--- src/rtl/wb_mctrl_arb_pkg.sv ---
// Shared definitions for the WISHBONE memory-controller arbiter slice.
package wb_mctrl_arb_pkg;

    typedef enum logic [1:0] {
        ST_IDLE  = 2'd0,
        ST_BUSY  = 2'd1,
        ST_ABORT = 2'd2
    } arb_state_t;

    localparam logic [2:0] CTI_CLASSIC = 3'b000;
    localparam logic [2:0] CTI_INCR    = 3'b010;
    localparam logic [2:0] CTI_EOB     = 3'b111;
    localparam logic [1:0] BTE_LINEAR  = 2'b00;

endpackage

--- src/rtl/wb_mctrl_arb_pick.sv ---
// Combinational round-robin picker: first requester strictly after the
// one-hot 'last' position, wrapping around to index 0.
module wb_rr_pick #(
    parameter int unsigned NM = 2
) (
    input  logic [NM-1:0] req,
    input  logic [NM-1:0] last,
    output logic [NM-1:0] pick
);

    logic [NM-1:0] w_hi;
    logic [NM-1:0] w_hi_req;
    logic          w_seen;
    logic          w_found;

    // Split requests into those above 'last' (preferred) and the wrapped rest.
    always_comb begin
        w_hi     = '0;
        w_seen   = 1'b0;
        w_found  = 1'b0;
        pick     = '0;
        for (int unsigned i = 0; i < NM; i++) begin
            w_hi[i] = w_seen;
            w_seen  = w_seen | last[i];
        end
        w_hi_req = req & w_hi;
        for (int unsigned i = 0; i < NM; i++) begin
            if (!w_found && w_hi_req[i]) begin
                pick[i] = 1'b1;
                w_found = 1'b1;
            end
        end
        for (int unsigned i = 0; i < NM; i++) begin
            if (!w_found && req[i]) begin
                pick[i] = 1'b1;
                w_found = 1'b1;
            end
        end
    end

endmodule

--- src/rtl/wb_mctrl_arb.sv ---
// Round-robin WISHBONE arbiter in front of the memory controller slave port,
// with a stall watchdog that terminates hung accesses with an error.
module wb_mctrl_arb
    import wb_mctrl_arb_pkg::*;
#(
    parameter int unsigned NM   = 2,
    parameter int unsigned TOUT = 255,
    parameter int unsigned TW   = 16
) (
    input  logic             clk,
    input  logic             rst_n,
    input  logic [NM-1:0]    m_cyc_i,
    input  logic [NM-1:0]    m_stb_i,
    input  logic [NM-1:0]    m_we_i,
    input  logic [NM*32-1:0] m_adr_i,
    input  logic [NM*32-1:0] m_dat_i,
    input  logic [NM*4-1:0]  m_sel_i,
    input  logic [NM*3-1:0]  m_cti_i,
    input  logic [NM*2-1:0]  m_bte_i,
    output logic [NM-1:0]    m_ack_o,
    output logic [NM-1:0]    m_err_o,
    output logic [NM-1:0]    m_rty_o,
    output logic [31:0]      m_dat_o,
    output logic             s_cyc_o,
    output logic             s_stb_o,
    output logic             s_we_o,
    output logic [31:0]      s_adr_o,
    output logic [31:0]      s_dat_o,
    output logic [3:0]       s_sel_o,
    output logic [2:0]       s_cti_o,
    output logic [1:0]       s_bte_o,
    input  logic             s_ack_i,
    input  logic             s_err_i,
    input  logic             s_rty_i,
    input  logic [31:0]      s_dat_i,
    output logic [NM-1:0]    gnt_o,
    output logic             tout_o,
    input  logic             tout_clr_i
);

    localparam logic [NM-1:0] LAST_RST = {1'b1, {(NM-1){1'b0}}};
    localparam logic [TW-1:0] WD_LAST  = TW'(TOUT - 1);

    arb_state_t    r_state, w_state_nxt;
    logic [NM-1:0] r_gnt, w_gnt_nxt;
    logic [NM-1:0] r_last, w_last_nxt;
    logic [NM-1:0] w_pick;
    logic [TW-1:0] r_wd, w_wd_nxt;
    logic          r_first, w_first_nxt;
    logic          r_tout, w_tout_nxt;
    logic          w_resp;
    logic          w_gcyc;

    wb_rr_pick #(.NM(NM)) u_pick (
        .req  (m_cyc_i),
        .last (r_last),
        .pick (w_pick)
    );

    assign w_resp  = s_ack_i | s_err_i | s_rty_i;
    assign w_gcyc  = |(m_cyc_i & r_gnt);
    assign m_dat_o = s_dat_i;
    assign gnt_o   = r_gnt;
    assign tout_o  = r_tout;

    // State, grant, round-robin pointer, watchdog and sticky timeout registers.
    always_ff @(posedge clk or negedge rst_n) begin
        if (!rst_n) begin
            r_state <= ST_IDLE;
            r_gnt   <= '0;
            r_last  <= LAST_RST;
            r_wd    <= '0;
            r_first <= 1'b0;
            r_tout  <= 1'b0;
        end else begin
            r_state <= w_state_nxt;
            r_gnt   <= w_gnt_nxt;
            r_last  <= w_last_nxt;
            r_wd    <= w_wd_nxt;
            r_first <= w_first_nxt;
            r_tout  <= w_tout_nxt;
        end
    end

    // Next-state logic: arbitrate in IDLE, hold grant for the whole cycle, watchdog abort.
    always_comb begin
        w_state_nxt = r_state;
        w_gnt_nxt   = r_gnt;
        w_last_nxt  = r_last;
        w_wd_nxt    = r_wd;
        w_first_nxt = 1'b0;
        w_tout_nxt  = r_tout & ~tout_clr_i;
        case (r_state)
            ST_IDLE: begin
                w_wd_nxt = '0;
                if (|m_cyc_i) begin
                    w_gnt_nxt   = w_pick;
                    w_last_nxt  = w_pick;
                    w_state_nxt = ST_BUSY;
                end
            end
            ST_BUSY: begin
                if (!w_gcyc) begin
                    w_state_nxt = ST_IDLE;
                    w_gnt_nxt   = '0;
                    w_wd_nxt    = '0;
                end else if (w_resp) begin
                    w_wd_nxt = '0;
                end else if (s_stb_o) begin
                    if (r_wd == WD_LAST) begin
                        w_state_nxt = ST_ABORT;
                        w_wd_nxt    = '0;
                        w_first_nxt = 1'b1;
                        w_tout_nxt  = 1'b1;
                    end else begin
                        w_wd_nxt = r_wd + 1'b1;
                    end
                end
            end
            ST_ABORT: begin
                w_wd_nxt = '0;
                if (!w_gcyc) begin
                    w_state_nxt = ST_IDLE;
                    w_gnt_nxt   = '0;
                end
            end
            default: begin
                w_state_nxt = ST_IDLE;
                w_gnt_nxt   = '0;
                w_wd_nxt    = '0;
            end
        endcase
    end

    // Slave-side mux driven straight from the grant register; quiet outside BUSY.
    always_comb begin
        s_cyc_o = 1'b0;
        s_stb_o = 1'b0;
        s_we_o  = 1'b0;
        s_adr_o = '0;
        s_dat_o = '0;
        s_sel_o = '0;
        s_cti_o = '0;
        s_bte_o = '0;
        if (r_state == ST_BUSY) begin
            for (int unsigned k = 0; k < NM; k++) begin
                if (r_gnt[k]) begin
                    s_cyc_o = m_cyc_i[k];
                    s_stb_o = m_stb_i[k];
                    s_we_o  = m_we_i[k];
                    s_adr_o = m_adr_i[32*k +: 32];
                    s_dat_o = m_dat_i[32*k +: 32];
                    s_sel_o = m_sel_i[4*k +: 4];
                    s_cti_o = m_cti_i[3*k +: 3];
                    s_bte_o = m_bte_i[2*k +: 2];
                end
            end
        end
    end

    // Responses go to the granted master only; abort issues a single-cycle error.
    always_comb begin
        m_ack_o = '0;
        m_err_o = '0;
        m_rty_o = '0;
        if (r_state == ST_BUSY) begin
            m_ack_o = r_gnt & {NM{s_ack_i}};
            m_err_o = r_gnt & {NM{s_err_i}};
            m_rty_o = r_gnt & {NM{s_rty_i}};
        end else if (r_state == ST_ABORT) begin
            m_err_o = r_gnt & {NM{r_first}};
        end
    end

    a_gnt_onehot: assert property (@(posedge clk) disable iff (!rst_n) $onehot0(r_gnt));

endmodule

--- config.mk ---
export PLATFORM = sky130hd
export DESIGN_NAME = wb_mctrl_arb
export DESIGN_NICKNAME = d
export VERILOG_FILES = /design/src/rtl/wb_mctrl_arb_pkg.sv /design/src/rtl/wb_mctrl_arb_pick.sv /design/src/rtl/wb_mctrl_arb.sv
export SDC_FILE = /design/constraint.sdc
export NUM_CORES = 1
export LEC_CHECK = 0
export BUFFER_PORTS_ARGS = -buffer_cell sky130_fd_sc_hd__buf_2
export CAP_MARGIN = 15
export CORE_AREA = 2 2 120 122
export DETAILED_ROUTE_END_ITERATION = 7
export DIE_AREA = 0 0 122 124
export PLACE_DENSITY = 0.53
export SLEW_MARGIN = 20
export SYNTH_ARGS = -nofsm -noshare
export SYNTH_HDL_FRONTEND = slang
export SYNTH_SLANG_ARGS = --single-unit
--- constraint.sdc ---
create_clock -name clk -period 2.3 [get_ports clk]
set_clock_uncertainty 0.2 [all_clocks]
set_input_delay 0.46 -clock clk [delete_from_list [all_inputs] [get_ports clk]]
set_output_delay 0.46 -clock clk [all_outputs]
set_load 0.01 [all_outputs]
Word-level counts from Yosys, hierarchy flattened:

Index checks and enable logic that the tools add are counted.

* add/sub/neg operators: 1
* eq/ne operators: 10
* multiplexer cells: 58
* bitwise operators: 10
* reduce and logical (&&, ||, !) cells: 13

Operators with widths (number)
* 32-bit 2-to-1 mux: 6
* 16-bit 2-to-1 mux: 5
* 2-bit 2-to-1 mux: 14
* 1-bit 2-to-1 mux: 25
* 16-bit by 1-bit adder with 16-bit output, second input constant: 1
* 16-bit by 8-bit equality test with 1-bit output, second input constant: 1
* 2-bit AND: 6
* 4-bit 2-to-1 mux: 3
* 3-bit 2-to-1 mux: 3
* 3-bit inequality test, second input constant: 3
* 2-bit inequality test, second input constant: 3
* 2-bit case mux with 3 select lines: 1
* 2-bit OR reduction: 3
* 5-bit AND reduction: 1
* 4-bit inequality test, second input constant: 1
* 2-bit case mux with 2 select lines: 1
* 2-bit AND reduction: 2
* 1-bit logical AND: 3
* 1-bit logical NOT: 3
* 2-bit by 1-bit equality test with 1-bit output, second input constant: 1
* 2-bit equality test, second input constant: 1
* 2-bit logical NOT: 1
* 1-bit bitwise OR: 2
* 1-bit AND: 1
* 1-bit NOT: 1

* register bits: 23
* input port bits: 190
* logic and storage cells: 98

Longest topological paths before layout:

Gate-level depths: netlist of the first run.

* word-level depth: 13
* mapped depth: 8

Hierarchy:

A second synthesis of the first run with hierarchy kept.

* cell total of the unflattened synthesis: 379
* area, all modules: 2916.5 um2

By module, submodules not included
* wb_mctrl_arb: times used 1, cells each 376, area an instance 2897.8 um2, seq. area each 601.8 um2
* wb_rr_pick: times used 1, cells each 3, area an instance 18.8 um2, seq. area each 0.0 um2

Worst setup path after synthesis of the first run:

OpenSTA, ideal clock, no wires.

* path kind: reg-to-reg
* from: reg r_wd[8]
* to: reg r_state[0]
* setup time: 128 ps
* data arrival time: 1858 ps
* required time: 1972 ps
* path slack: 114 ps
* cell stages (with the launch flop): 6
* path buffers: 0
* period minus slack after synthesis: 2186 ps
* path through: dfrtp_1 > or4_4 > nor4_4 > and3_1 > o21ai_1 > mux2_1

* word-level cells in the longest chain between the ends: 3

Ends and longest elaborated chain
* start, declared: line wb_mctrl_arb.sv:48 `logic [TW-1:0] r_wd, w_wd_nxt;`
* start signal, assigned: line wb_mctrl_arb.sv:79 `r_wd <= w_wd_nxt;`
* 16-bit by 8-bit equality test with 1-bit output: line wb_mctrl_arb.sv:110 `if (r_wd == WD_LAST) begin`
* 3-bit inequality test (no line)
* 5-bit AND reduction (no line)
* end signal, assigned: line wb_mctrl_arb.sv:76 `r_state <= w_state_nxt;`
* end, declared: line wb_mctrl_arb.sv:44 `arb_state_t r_state, w_state_nxt;`

No other way between the ends.
A chain may end at the register's enable or synchronous reset.

Worst setup path after layout of the first run:

* from: reg r_gnt[1] (netlist: gnt_o[1])
* to: out s_dat_o[13]

* word-level cells in the longest chain between the ends: 2

Ends and longest elaborated chain
* start, declared: line wb_mctrl_arb.sv:45 `logic [NM-1:0] r_gnt, w_gnt_nxt;`
* start signal, assigned: line wb_mctrl_arb.sv:77 `r_gnt <= w_gnt_nxt;`
* 32-bit 2-to-1 mux: line wb_mctrl_arb.sv:147 `if (r_gnt[k]) begin`
* 32-bit 2-to-1 mux: line wb_mctrl_arb.sv:145 `if (r_state == ST_BUSY) begin`
* end, declared: line wb_mctrl_arb.sv:28 `output logic [31:0] s_dat_o,`

No other way between the ends.

==> summary.md, run 1 <==
| Metric | Value |
|---|---|
| Post-synth EDFFs | `0` |
| Fmax | `439 MHz` |
| Worst slew pin tran | `0.569 ns` |
| Worst r2r src | `r_wd[8]` |
| Via density | `4.85` |
| Multiplexer area fraction after synthesis | `1.96%` |
| Initial DRC count | `227` |
| Status | `finished, violations left` |
| Compound-Gate Fraction of Synth Area | `29.5%` |
| Global-route wire length before repair | `18500 um` |
| Leakage power | `2.12 nW` |
| DP HPWL | `11000 um` |
| Period utilisation layout | `99.0%` |
| Cell area power density | `882 nW/um^2` |
| Seq/Total Area, Yosys | `20.9%` |
| DRC | `0` |
| CTS tree | `built` |
| Setup Total Neg Slack | `0 ns` |
| Yosys top cell area share | `20.9%` |
| Number of inserted diodes | `0` |
| Nets | `780` |
| Synth Area in XOR/XNOR | `0%` |
| Share of post-route cells with drive strength above 1 | `51.1%` |
| Pin count of the biggest net entering global routing | `53` |
| Clock Tree Root | `clkbuf_16` |
| Cell area after synthesis | `2750 um^2` |
| WP data arrival | `1.62 ns` |
| Area Overhead vs Synth | `58.2%` |
| Clk_lat worst skew | `0.26 ns` |
| Period minus WS final | `2.28 ns` |
| Routability cong. | `0.874` |
| RR Endpoint | `r_wd[10]` |
| Data required, critical path | `1.64 ns` |
| Largest family of logic cells by synthesized area | `simple AND/OR/NAND/NOR gates` |
| Final worst slack | `0.0220 ns` |
| RSZ-0062 raised after global routing | `yes` |
| Starting density of the core | `20.0%` |
| Clock tree buffer depth | `2` |
| Clk sinks | `23` |
| Initial antenna violation count | `0` |
| Syn nets | `563` |
| Crit path launch type | `flop` |
| DRT Wirelength | `14000 um` |
| Post-Syn Instances | `367` |
| Hold Fails Final Rpt | `23` |
| TritonCTS Buffers | `3` |
| Simple-Gate Fraction of Synth Area | `31.1%` |
| Async SR Flop Fraction | `100%` |
| Commonest cells after routing, fill and taps aside | `buf_2 (239), nor2b_1 (71), a22oi_1 (66)` |
| Routed length per instance | `18.3 um` |
| H-tree levels | `1` |
| Synth Flop Type | `dfrtp_1` |
| GR Overflow Total | `0` |
| Core area | `13700 um^2` |
| Via count | `3697` |
| Pre-CTS WS | `0.139 ns` |
| Slew HR | `61.7%` |
| Total of max-cap violations | `0` |
| Final ANT Viol Nets | `0` |
| Die height | `124 um` |
| Failing checks | `hold timing` |
| R2R depth | `7` |
| Initial DRT Pass Iterations | `5` |
| GR Util All Layers | `16.0%` |
| Crit-path max FO | `15` |
| Syn avg cell area | `7.49 um^2` |
| Fin. max-slew vios | `0` |
| Yosys warnings | `0` |
| Synth top area cells | `dfrtp_1 (21%), a22oi_1 (20%), nor2b_1 (17%)` |
| Register-to-register setup slack | `0.15 ns` |
| Flop and latch count out of synthesis | `23` |
| IO Port Bufs | `242` |
| Rows | `43` |
| Min Hold Slack | `-0.0103 ns` |
| Hold WC Path Type | `input pin to asynchronous set/reset pin` |
| Synth unique cells | `33` |
| Most common cell after layout, fill and taps aside | `buf_2` |
| Final setup fails | `0` |
| Cell taking the most area after synthesis | `dfrtp_1` |
| CP endpoint kind | `primary output` |
| WS Path Type | `flop to primary output` |
| Die Wd | `122 um` |
| Reg clk slew, reported paths | `0.06 ns` |
| IO Count | `307` |
| Post-Synth Adder-Cell Area | `2.73%` |
| Die ar. | `15100 um^2` |
| Hold-fix buffers, CTS | `0` |
| Via count of the first global-routing pass | `3215` |
| VDD IR max | `0.367 mV` |
## cell type report
| cell class | count | area, um^2 |
|---|---|---|
| fillers | 1493 | 9370 |
| multi-input cells | 276 | 1880 |
| repair buffers | 274 | 1570 |
| flip-flops and latches | 23 | 577 |
| well taps | 180 | 225 |
| clock buffers | 4 | 78.8 |
| inverters | 6 | 22.5 |
## report_power, final
part           internal, mW  switching [mW]
combinational          1.38            1.58
sequential            0.439          0.0408
clock                 0.237           0.153
## routing by layer
layer	up-vias	GRT usage, %	routed length [um]	part of all wire (%)
met4	0	0.503	30	0.21
met2	205	24.3	6180	44
met5	-	0	0	0
li1	1735	-	-	-
met3	2	4.81	1460	10
met1	1755	23.4	6310	45
## logic make-up (layout without fill, tap and decap cells)
logic type,count (synthesis),in the layout
adders and majority gates,6,6
DFF,23,23
buffers and inverters,68,284
muxes,5,5
and+or+nand+nor,146,146
AOI/OAI and AO/OA,119,119
## cell usage after synthesis (3+ instances only)
cell and n:
ha_1 6, o31ai_1 3, a22o_1 3, clkbuf_1 28, a311oi_1 3, nor2b_1 76, nor2_1 8, a22oi_1 73
buf_4 32, and3_1 7, nand4_1 5, and2_1 4, nor3_1 8, a21oi_1 10, dfrtp_1 23, nand2_1 19
nand3_1 9, inv_1 6, nor3b_1 4, o21ai_0 24
## state kept, by name, indices dropped and copies added (netlist names)
| name | count |
|---|---|
| r_wd | 16 |
| tout_o | 1 |
| r_state | 2 |
| gnt_o | 2 |
| r_last | 1 |
| r_first | 1 |
## critical path, stage by stage (launching register included)
cell and delay [ns]:
dfrtp_2 0.45, nor2b_4 0.22, buf_4 0.16, clkbuf_16 0.16, a22oi_1 0.07, nor2b_1 0.14
buf_2 0.15
## timing repair
action                                  CTS  global route
endpoints found under the setup margin   26            39
setup buffers                             3             4
cloned                                    1             2
resized for setup                        20             7
## how the worst max path moves through the flow
stage / from / end / slack, ns / cells after the start
detailed placement: gnt_o[1] / r_wd[10] / 0.14 / 7
global route: gnt_o[1] / s_dat_o[30] / -0.07 / 6
floorplan: r_wd[8] / r_state[0] / 0.11 / 5
finish: gnt_o[1] / s_dat_o[13] / 0.02 / 6
CTS: gnt_o[1] / s_dat_o[19] / -0.006 / 6
global placement: gnt_o[1] / s_stb_o / 0.18 / 5
## through the flow
step,power (mW),std cells,util (%),cell area (um^2)
after CTS,3.78,759,31.3,4290
after global routing,4.12,763,31.7,4350
after floorplan,2.01,367,-,2750
after global placement,3.10,751,29.7,4070
final,3.83,763,31.7,4350
after detailed placement,3.15,751,29.7,4070
Note: power is estimated with default switching activity, not from simulation.
==> inputs of run 2 (changes only) <==
--- a/config.mk
+++ b/config.mk
@@ -11,7 +11,8 @@
 export DETAILED_ROUTE_END_ITERATION = 7
 export DIE_AREA = 0 0 122 124
 export PLACE_DENSITY = 0.53
-export SLEW_MARGIN = 20
+export RECOVER_POWER = 25
+export SLEW_MARGIN = 15
 export SYNTH_ARGS = -nofsm -noshare
 export SYNTH_HDL_FRONTEND = slang
 export SYNTH_SLANG_ARGS = --single-unit
==> summary.md, run 2 (synthesis gave the netlist of run 1 again) <==
| Metric | Value |
|---|---|
| Status | `completed` |
| Dpl cells | `751` |
| DRT Wirelength | `14000 um` |
| Hold WC Path Type | `input pin to flop` |
| Routability cong. | `0.874` |
| VDD IR max | `0.366 mV` |
| Sw frac | `46.3%` |
| DRC | `0` |
| Period minus WS final | `2.28 ns` |
| Clock Power Share | `10.2%` |
| Crit path largest cell delay | `0.45 ns` |
| Crit-path cells | `nor2b_4 -> buf_4 -> clkbuf_16 -> a22oi_1 -> nor2b_1 -> buf_2` |
| Clk sinks | `23` |
| Clock tree buffer depth | `2` |
| CP endpoint kind | `primary output` |
| Initial DRT Pass Iterations | `5` |
| Int Pwr | `2.06 mW` |
| WP data arrival | `1.62 ns` |
| Area Overhead vs Synth | `58.2%` |
| Period utilisation layout | `99.0%` |
| WS Path Type | `flop to primary output` |
| Initial DRC count | `227` |
| Hold Fails Final Rpt | `0` |
| Layout Cells excl Fill | `763` |
| Fin. max-slew vios | `0` |
| Crit path launch type | `flop` |
| Routed length per instance | `18.3 um` |
| Final Core Density | `31.7%` |
| Most common cell after layout, fill and taps aside | `buf_2` |
| Commonest cells after routing, fill and taps aside | `buf_2 (238), nor2b_1 (71), a22oi_1 (66)` |
| Min Hold Slack | `0.183 ns` |
| Via count | `3693` |
| GR Overflow Total | `0` |
| TritonCTS Buffers | `3` |
| Die Wd | `122 um` |
| Hold-fix buffers, CTS | `0` |
| Nets | `780` |
| Pin count of the biggest net entering global routing | `53` |
| Net switching power | `1.77 mW` |
| DP HPWL | `11000 um` |
| Final Cell Area | `4350 um^2` |
| CTS tree | `built` |
| Worst slew pin tran | `1.35 ns` |
| IO Port Bufs | `242` |
| Dpl cell area | `4070 um^2` |
| RSZ-0062 raised after global routing | `yes` |
| Starting density of the core | `20.0%` |
| Critical path's slowest cell | `dfrtp_2` |
| Clock Tree Root | `clkbuf_16` |
| Final ANT Viol Nets | `0` |
| Leakage power | `2.11 nW` |
| Most flop-heavy register | `r_wd` |
| Slew HR | `10.3%` |
| Number of inserted diodes | `0` |
| Via count of the first global-routing pass | `3215` |
| Die ar. | `15100 um^2` |
| Seq pwr share | `12.5%` |
| Comb power frac | `77.3%` |
| Die height | `124 um` |
| Fmax | `439 MHz` |
| Clk_lat worst skew | `0.26 ns` |
| Cell area power density | `882 nW/um^2` |
| IO Count | `307` |
| H-tree levels | `1` |
| Final setup fails | `0` |
| Data required, critical path | `1.64 ns` |
| Reg clk slew, reported paths | `0.06 ns` |
| Final Power | `3.83 mW` |
| Initial antenna violation count | `0` |
| Global-route wire length before repair | `18500 um` |
| Max FFs per register | `16` |
| Via density | `4.84` |
| Core area | `13700 um^2` |
| GR Util All Layers | `16.0%` |
| Total of max-cap violations | `0` |
| Crit-path max FO | `15` |
| Rows | `43` |
| Share of post-route cells with drive strength above 1 | `50.9%` |
==> run 2: worst max-delay path, delay by kind of cell, from the launching register on <==
kind	cells	cell delay [ns]
buf+inv	3	0.47
flops	1	0.45
simple gates	2	0.36
compound gates	1	0.07
==> run 2: metrics by stage <==
step / TNS [ns] / setup WS (ns)
3_5_place_dp: 0 / 0.139
2_1_floorplan: 0 / 0.114
4_1_cts: -0.0122 / -0.00603
5_1_grt: -1.31 / -0.0673
6_report: 0 / 0.0220
3_3_place_gp: 0 / 0.184
==> run 2: final cells by class <==
| cell class | count | area (um^2) |
|---|---|---|
| Tap cell | 180 | 225 |
| Timing Repair Buffer | 274 | 1570 |
| Fill cell | 1494 | 9370 |
| Clock buffer | 4 | 78.8 |
| Sequential cell | 23 | 577 |
| Inverter | 6 | 22.5 |
| Multi-Input combinational cell | 276 | 1880 |
==> run 2: worst paths after layout <==
path	cells past startpoint	slack, ns	endpoint	from
max in group asynchronous	1	0.73	gnt_o[1]	rst_n
worst max register to register	7	0.15	r_wd[10]	r_wd[8]
min in group asynchronous	1	0.29	r_first	rst_n
worst min-delay path	2	0.18	tout_o	tout_clr_i
worst min register to register	1	0.29	r_wd[13]	r_wd[13]
worst max-delay path	6	0.02	s_dat_o[13]	gnt_o[1]
==> run 2: power by group through the flow <==
stage	clock, mW	combinational [mW]	sequential [mW]
after floorplan	0	1.53	0.480
after global placement	0	2.62	0.478
after detailed placement	0	2.66	0.483
after CTS	0.397	2.91	0.480
after global routing	0.417	3.22	0.485
final	0.390	2.96	0.480
==> run 2: repair_timing <==
action | 4_1_cts | 5_1_grt
cloned | 1 | 2
setup buffers | 3 | 4
endpoints found under the setup margin | 26 | 39
resized for setup | 20 | 7
==> run 2: layer usage <==
| layer | GRT usage (%) | wire length [um] |
|---|---|---|
| met1 | 23.4 | 6330 |
| met2 | 24.3 | 6180 |
| met3 | 4.81 | 1450 |
| met5 | 0 | 0 |
| met4 | 0.503 | 30 |
